**src/rtl/booth_prod_acc.sv**
```systemverilog
// Saturating multiply-accumulate back end for the 4x4 Booth multiplier.
// Sums FRAME_LEN signed products per frame and hands each result over through a valid/ready port.
module booth_prod_acc #(
    parameter int PROD_W    = 8,
    parameter int ACC_W     = 12,
    parameter int FRAME_LEN = 4
) (
    input  logic              clk,
    input  logic              rst_n,
    input  logic [PROD_W-1:0] Z_in,
    input  logic              in_valid,
    output logic              in_ready,
    input  logic              clear,
    output logic [ACC_W-1:0]  acc_out,
    output logic              out_valid,
    input  logic              out_ready,
    output logic              sat_flag
);

    localparam int CNT_W = $clog2(FRAME_LEN) + 1;
    localparam logic [CNT_W-1:0] LAST_CNT = CNT_W'(FRAME_LEN - 1);
    localparam logic [ACC_W-1:0] ACC_MAX  = {1'b0, {(ACC_W-1){1'b1}}};
    localparam logic [ACC_W-1:0] ACC_MIN  = {1'b1, {(ACC_W-1){1'b0}}};

    typedef enum logic {
        ACC  = 1'b0,
        HOLD = 1'b1
    } state_t;

    state_t             state_q, state_d;
    logic [ACC_W-1:0]   acc_q, acc_d;
    logic [CNT_W-1:0]   cnt_q, cnt_d;
    logic               sat_q, sat_d;
    logic [ACC_W-1:0]   accOut_q, accOut_d;
    logic               outValid_q, outValid_d;
    logic               satFlag_q, satFlag_d;

    logic [ACC_W:0]     accExt;
    logic [ACC_W:0]     prodExt;
    logic [ACC_W:0]     sumFull;
    logic               overflow;
    logic [ACC_W-1:0]   sumClamped;
    logic               accept;
    logic               lastBeat;

    // One guard bit is enough: the two top bits of the sum disagree exactly when the sum leaves the ACC_W range.
    assign accExt     = {acc_q[ACC_W-1], acc_q};
    assign prodExt    = {{(ACC_W + 1 - PROD_W){Z_in[PROD_W-1]}}, Z_in};
    assign sumFull    = accExt + prodExt;
    assign overflow   = sumFull[ACC_W] ^ sumFull[ACC_W-1];
    assign sumClamped = overflow ? (sumFull[ACC_W] ? ACC_MIN : ACC_MAX) : sumFull[ACC_W-1:0];

    assign in_ready = (state_q == ACC) && !clear;
    assign accept   = in_valid && in_ready;
    assign lastBeat = (cnt_q == LAST_CNT);

    assign acc_out   = accOut_q;
    assign out_valid = outValid_q;
    assign sat_flag  = satFlag_q;

    always_comb begin
        state_d    = state_q;
        acc_d      = acc_q;
        cnt_d      = cnt_q;
        sat_d      = sat_q;
        accOut_d   = accOut_q;
        outValid_d = outValid_q;
        satFlag_d  = satFlag_q;

        if (clear) begin
            state_d    = ACC;
            acc_d      = '0;
            cnt_d      = '0;
            sat_d      = 1'b0;
            outValid_d = 1'b0;
        end else begin
            case (state_q)
                ACC: begin
                    if (accept) begin
                        if (lastBeat) begin
                            accOut_d   = sumClamped;
                            satFlag_d  = sat_q | overflow;
                            outValid_d = 1'b1;
                            state_d    = HOLD;
                            acc_d      = '0;
                            cnt_d      = '0;
                            sat_d      = 1'b0;
                        end else begin
                            acc_d = sumClamped;
                            cnt_d = cnt_q + CNT_W'(1);
                            sat_d = sat_q | overflow;
                        end
                    end
                end
                HOLD: begin
                    if (outValid_q && out_ready) begin
                        outValid_d = 1'b0;
                        state_d    = ACC;
                    end
                end
                default: begin
                    state_d = ACC;
                end
            endcase
        end
    end

    always_ff @(posedge clk or negedge rst_n) begin
        if (!rst_n) begin
            state_q    <= ACC;
            acc_q      <= '0;
            cnt_q      <= '0;
            sat_q      <= 1'b0;
            accOut_q   <= '0;
            outValid_q <= 1'b0;
            satFlag_q  <= 1'b0;
        end else begin
            state_q    <= state_d;
            acc_q      <= acc_d;
            cnt_q      <= cnt_d;
            sat_q      <= sat_d;
            accOut_q   <= accOut_d;
            outValid_q <= outValid_d;
            satFlag_q  <= satFlag_d;
        end
    end

endmodule

```
**config.mk**
```make
export PLATFORM = sky130hd
export DESIGN_NAME = booth_prod_acc
export DESIGN_NICKNAME = d
export VERILOG_FILES = /design/src/rtl/booth_prod_acc.sv
export SDC_FILE = /design/constraint.sdc
export NUM_CORES = 1
export LEC_CHECK = 0
export ABC_AREA = 0
export CORE_ASPECT_RATIO = 0.8
export CORE_MARGIN = 5
export CORE_UTILIZATION = 25
export DETAILED_ROUTE_END_ITERATION = 10
export HOLD_SLACK_MARGIN = 0.12
export PLACE_DENSITY = 0.4
export REMOVE_ABC_BUFFERS = 1
export SKIP_CTS_REPAIR_TIMING = 1
export SLEW_MARGIN = 40
export SYNTH_ARGS = -nofsm -noshare
export SYNTH_HDL_FRONTEND = slang
export SYNTH_SLANG_ARGS = --single-unit
```
**constraint.sdc**
```tcl
create_clock -name clk -period 3.3 [get_ports clk]
set_input_delay 0.33 -clock clk [delete_from_list [all_inputs] [get_ports clk]]
set_output_delay 0.33 -clock clk [all_outputs]
set_load 0.005 [all_outputs]
```
==> flow_summary_export.csv, run 1 <==
group,metric,value,unit
drt,route.detailed.drc,0,
synthesis,synth_area_per_cell,10.5,um2
floorplanning,core_area,0.00746,mm2
synthesis,yosys.area.top_type,"dfrtp_1",
hold_path,hold_path_class,"input port to asynchronous set/reset pin",
floorplanning,die_w,108,um
global_route,grt.total_usage,0.111,
timing,tightest_slew,0.535,ns
place,portBuffers,27,
pwr,total_power,2.32,mW
finish,area_delta_synth_final,32.1,%
global_route,antenna_found_initial,0,
floorplanning,dieArea,0.00958,mm2
pwr,p_int,1.45,mW
finish,drive_gt1_frac,0.224,
synthesis,synthDistinctLibCells,46,
worst_setup_path,cp-start-kind,"input port",
synthesis,synthArstFlopShare,1.00,
floorplanning,die_h,88.6,um
timing,setup_viol,0,
finish,num_antenna_cells,0,
run_status,status,"complete, no violations",
synthesis,synth_common_cells,"dfrtp_1, nand2_1, a21oi_1",
synthesis,syn_inst,183,
synthesis,netlist_area,0.00193,mm2
global_route,grt_use_met3,0.0336,
timing,hold_viol_final,0,
pwr,p_sw,0.870,mW
place,dp_hpwl,3.58,mm
floorplanning,rows,28,
timing,final.min_clock_period,2.91,ns
cts,numCtsBuffers,5,
drt,wl_per_cell,14.8,um
finish,nets,254,
place,placed_area,0.00241,mm2
place,placed_cells,325,
cts,cts_htree_levels,2,
drt,drt_pass1_iterations,4,
global_route,grt-busiest-layer,"met2",
timing,drv_slew,0,
drt,vias_per_cell,4.44,
global_route,grt_pass1_wl,8.10,mm
drt,vias,1480,
cts,tritoncts,"done",
cts,cts_sinks,31,
timing,finalCritPeriodShare,0.883,
synthesis,ys_seq_elements,31,
synthesis,yosysSeqAreaShare,0.402,
timing,rsz0062_at_grt,"no",
floorplanning,pin_count,28,
global_route,grt_use_met2,0.165,
synthesis,synth_top_cell_area_share,0.402,
cts,clockBufferDepth,2,
pwr,pwr_density_cell,912,mW/mm2
drt,routed_wirelength,4.94,mm
global_route,globalRouteOverflowTotal,0,
worst_setup_path,cp.arrival,3.08,ns
synthesis,synth_edf_count,0,
worst_setup_path,end_kind,"register",
global_route,grt_max_degree,32,
global_route,grtUsageMet1,0.158,
floorplanning,initial_core_util,0.258,
worst_setup_path,worstPathMaxFanout,6,
place,routabilityCongestion,0.729,
timing,maxClockFrequency,0.343,GHz
job,drv_cap,0,
cts,clkLatencyLatePin,0.29,ns
timing,fin_skew,0.00622,ns
finish,finalNonFillerCells,333,
pwr,p_comb_frac,0.551,
drt,first_iter_violations,46,
pwr,seqPwrFrac,0.252,
pwr,clkPwrFrac,0.197,
pwr,sw_frac_of_total,0.374,
drt,ant_nets,0,
cts,clk_pin_slew_worst_paths,0.07,ns
pwr,ir_drop,0.000293,V
finish,fin_util,0.341,
worst_setup_path,crit_required,3.47,ns
cts,cts-root-buf,"clkbuf_8",
synthesis,ys.flop_type,"dfrtp_1",
synthesis,yosysWarnings,0,
synthesis,yosysMostFrequentCell,"dfrtp_1",
finish,fin_area,0.00255,mm2
pwr,power_leakage,1.14,nW
worst_setup_path,reg2reg_depth,9,
global_route,grt_pass1_vias,1540,
worst_setup_path,crit_type,"input port to register",
timing,relSlewSlack,0.639,
timing,fin_tns_setup,0,ns
synthesis,ys_top_cells_by_area,"dfrtp_1, ha_1, mux2_4",
==> kinds of logic (layout without fill, tap and decap cells) <==
family	count (synthesis)	in the layout	synth area share
buffers and inverters	10	55	0.0253
muxes	10	10	0.0701
adders and majority gates	14	14	0.0947
xor gates and xnor gates	9	9	0.0409
AOI/OAI and AO/OA	62	62	0.228
and+or+nand+nor	47	47	0.139
DFF	31	31	0.402
==> power groups by stage <==
stage / combinational (mW) / sequential [mW] / clock, mW
2_1_floorplan: 0.847 / 0.580 / 0
6_report: 1.28 / 0.586 / 0.458
3_3_place_gp: 1.31 / 0.599 / 0
5_1_grt: 1.43 / 0.602 / 0.491
3_5_place_dp: 1.30 / 0.594 / 0
4_1_cts: 1.31 / 0.588 / 0.473
==> registers in the layout, summed over array words and instances (netlist names) <==
register   cells
cnt_q          3
state_q        1
acc_q         12
acc_out       12
sat_q          1
out_valid      1
sat_flag       1
==> worst max-delay path, cell delays in order <==
cell and delay (ns):
clkdlybuf4s50_1 0.47, ha_1 0.33, a21o_1 0.15, a21oi_1 0.18, mux2_2 0.35, or4_4 0.56
nor2_4 0.19, buf_4 0.17, o21ai_1 0.08, mux2_2 0.27
==> layer usage <==
metal	part of all wire	routed length, um	up-vias
met5	0	0	-
met4	0.0077	38	0
met3	0.044	216	6
met2	0.42	2060	24
met1	0.53	2620	689
li1	-	-	761
==> layout make-up <==
type	count	area, um2
fill	788	4910
multi-input combinational	142	1110
sequential	31	776
timing repair buffer	41	375
tap	105	131
clock buffer	6	72.6
clock inverter	2	60.1
inverter	6	22.5
==> metrics by stage <==
step	hold slack, ns	setup WS [ns]
floorplan	0.0344	0.589
global placement	0.468	0.0980
detailed placement	0.474	0.0440
CTS	0.475	0.344
global route	0.502	0.239
finish	0.450	0.386
==> cell usage in the layout, fill, tap and decap left out, types with 5 or more instances in the layout <==
cell type / instances
ha_1: 13
a22o_1: 9
xor2_1: 6
inv_1: 6
o21ai_2: 6
buf_4: 14
mux2_4: 6
clkdlybuf4s50_1: 27
nand2b_1: 5
clkbuf_8: 5
a21oi_1: 14
dfrtp_1: 31
nand2_1: 15
o21ai_0: 10
nor2_1: 11
==> worst paths after layout <==
check | start | end | slack (ns)
worst min-delay path | rst_n | acc_out[7] | 0.45
min in group clk | acc_q[0] | acc_q[0] | 0.48
worst max-delay path | Z_in[7] | acc_out[4] | 0.39
worst max register to register | acc_q[4] | acc_out[4] | 0.52
max in group asynchronous | rst_n | acc_q[3] | 2.53
worst min register to register | acc_q[0] | acc_q[0] | 0.48
Power figures use the tool's default switching activity.
==> inputs of run 2 (changes only) <==
--- a/config.mk
+++ b/config.mk
@@ -8,10 +8,11 @@
 export ABC_AREA = 0
 export CORE_ASPECT_RATIO = 0.8
 export CORE_MARGIN = 5
-export CORE_UTILIZATION = 25
+export CORE_UTILIZATION = 35
 export DETAILED_ROUTE_END_ITERATION = 10
 export HOLD_SLACK_MARGIN = 0.12
-export PLACE_DENSITY = 0.4
+export PLACE_DENSITY = 0.52
+export RECOVER_POWER = 100
 export REMOVE_ABC_BUFFERS = 1
 export SKIP_CTS_REPAIR_TIMING = 1
 export SLEW_MARGIN = 40
==> run 2 against run 1 <==
The run now ends with capacitance limit, slew limit left. Critical path depth stayed put. Register-to-register slack worse by 0.10 ns. Non-clock buffer count is 5 lower. Sequential share of layout area is 2.4 points higher. Hold slack better by 0.034 ns. Global-route usage is 2.2 points higher. Cell area is 7.3% lower. Cell count is 14% lower. Die area is 26% lower. Critical path type unchanged.
==> flow_summary_export.csv, run 2 (synthesized netlist as in run 1, its figures left out) <==
group,metric,value,unit
worst_setup_path,reg2reg_from,"acc_q[6]",
pwr,sw_frac_of_total,0.399,
timing,hold_viol_final,0,
finish,drive_gt1_frac,0.135,
cts,cts_sinks,31,
place,portBuffers,27,
floorplanning,dieArea,0.00710,mm2
timing,final.min_clock_period,2.97,ns
floorplanning,rows,24,
drt,ant_nets,0,
place,dp_hpwl,3.36,mm
pwr,p_comb_frac,0.565,
timing,tightest_slew,1.68,ns
finish,area_delta_synth_final,22.5,%
finish,final_common_cell,"dfrtp_1",
job,drv_cap,1,
floorplanning,die_h,76.4,um
timing,finalCritPeriodShare,0.900,
worst_setup_path,end_kind,"register",
global_route,grt_pass1_wl,7.57,mm
cts,clk_pin_slew_worst_paths,0.06,ns
pwr,pwr_density_cell,839,mW/mm2
floorplanning,core_area,0.00541,mm2
cts,numCtsBuffers,5,
worst_setup_path,crit_family,"simple AND/OR/NAND/NOR gates",
pwr,total_power,1.98,mW
timing,relSlewSlack,-0.119,
cts,cts_htree_levels,2,
worst_setup_path,worst-path-buf-inv,2,
hold_path,hold_path_depth,2,
run_status,status,"complete, but fails checks",
pwr,power_leakage,1.11,nW
worst_setup_path,cp.arrival,3.12,ns
timing,fin_skew,0.00541,ns
worst_setup_path,crit_required,3.46,ns
floorplanning,pin_count,28,
worst_setup_path,crit_type,"input port to register",
worst_setup_path,crit_path_end,"acc_out[9]",
drt,drt_pass1_iterations,4,
drt,first_iter_violations,63,
pwr,p_sw,0.791,mW
hold_path,hold_path_class,"register to register",
worst_setup_path,r2r_slack,0.42,ns
drt,vias_per_cell,5.24,
pwr,ir_drop,0.000288,V
run_status,violations,"capacitance limit, slew limit",
worst_setup_path,cp_cell_sequence,"clkdlybuf4s50_1 -> ha_1 -> a21o_1 -> a21oi_1 -> mux2_2 -> or4_4 -> nor2_4 -> buf_4 -> o21ai_0 -> mux2_1",
finish,ff_latch_area,776,um2
cts,clkLatencyLatePin,0.28,ns
timing,maxClockFrequency,0.337,GHz
finish,nets,249,
cts,cts-root-buf,"clkbuf_8",
timing,fin_tns_setup,0,ns
timing,setup_viol,0,
cts,clockBufferDepth,2,
timing,rsz0062_at_grt,"no",
timing,drv_slew,32,
drt,routed_wirelength,4.45,mm
worst_setup_path,startpoint,"Z_in[7]",
finish,finalNonFillerCells,288,
global_route,globalRouteOverflowTotal,0,
place,routabilityCongestion,0.826,
finish,multiInputGateArea,0.00106,mm2
global_route,grt.total_usage,0.133,
pwr,clkPwrFrac,0.143,
pwr,p_int,1.19,mW
global_route,grt_max_degree,32,
worst_setup_path,slowest_stage,"or4_4",
worst_setup_path,cp-start-kind,"input port",
floorplanning,initial_core_util,0.357,
global_route,antenna_found_initial,0,
drt,vias,1509,
drt,wl_per_cell,15.5,um
drt,route.detailed.drc,0,
worst_setup_path,cpPeakStageDelay,0.57,ns
global_route,grt_pass1_vias,1532,
cts,tritoncts,"done",
floorplanning,die_w,93.0,um
finish,num_antenna_cells,0,
timing,setup_ws,0.331,ns
finish,final_cell_mix,"dfrtp_1, o21ai_0, dlygate4sd3_1, nand2_1, a21oi_1",
finish,fillers,527,
worst_setup_path,worstPathMaxFanout,4,
worst_setup_path,r2r-end,"acc_out[9]",
pwr,seqPwrFrac,0.292,
place,placed_cells,280,
worst_setup_path,reg2reg_depth,9,
worst_setup_path,cp.depth,10,
place,dp_slack,0.164,ns
finish,fin_util,0.437,
==> run 2: cell count changes in the layout (fill, tap and decap cells not counted), moves of 6 or more <==
cell and change:
clkdlybuf4s50_1 -17, o21ai_0 +9, o21ai_2 -6, buf_4 -9, dlygate4sd3_1 +17
==> run 2: through the flow <==
stage	hold slack, ns	area (um2)
after floorplan	0.0344	1900
after global placement	0.473	2340
after detailed placement	0.473	2340
after CTS	0.463	2420
after global routing	0.520	2360
final	0.484	2360
==> run 2: layout make-up <==
class                   count  area share
well taps                  65      0.0344
clock inverters             1     0.00212
inverters                   6     0.00953
clock buffers               7      0.0323
flip-flops and latches     31       0.328
multi-input cells         142       0.450
repair buffers             36       0.144
==> run 2: power groups by stage <==
stage          clock, mW  combinational, mW  sequential [mW]
3_5_place_dp           0               1.27            0.589
6_report           0.284               1.12            0.579
3_3_place_gp           0               1.27            0.590
4_1_cts            0.296               1.27            0.585
2_1_floorplan          0              0.847            0.580
5_1_grt            0.312               1.26            0.598
==> run 2: worst min-delay path by stage <==
stage / from / end / slack, ns
after global routing: acc_out[10] / acc_out[10] / 0.52
after CTS: rst_n / out_valid / 0.46
final: acc_out[0] / acc_out[0] / 0.48
after global placement: acc_out[10] / acc_out[10] / 0.47
after floorplan: rst_n / acc_out[0] / 0.03
after detailed placement: acc_q[0] / acc_q[0] / 0.47
==> run 2: routing by layer <==
metal  up-vias  routed length, um  track usage  part of all wire
li1        748                  -            -                 -
met1       729               2240        0.189              0.50
met2        28               1970        0.197              0.44
met3         4                204       0.0405             0.046
met4         0                 33       0.0351            0.0074
met5         -                  0            0                 0
==> run 2: tightest hold or removal path, stage by stage, from the launching register on <==
cell	delay, ns
dfrtp_1	0.34
nand2_1	0.05
o31ai_1	0.06
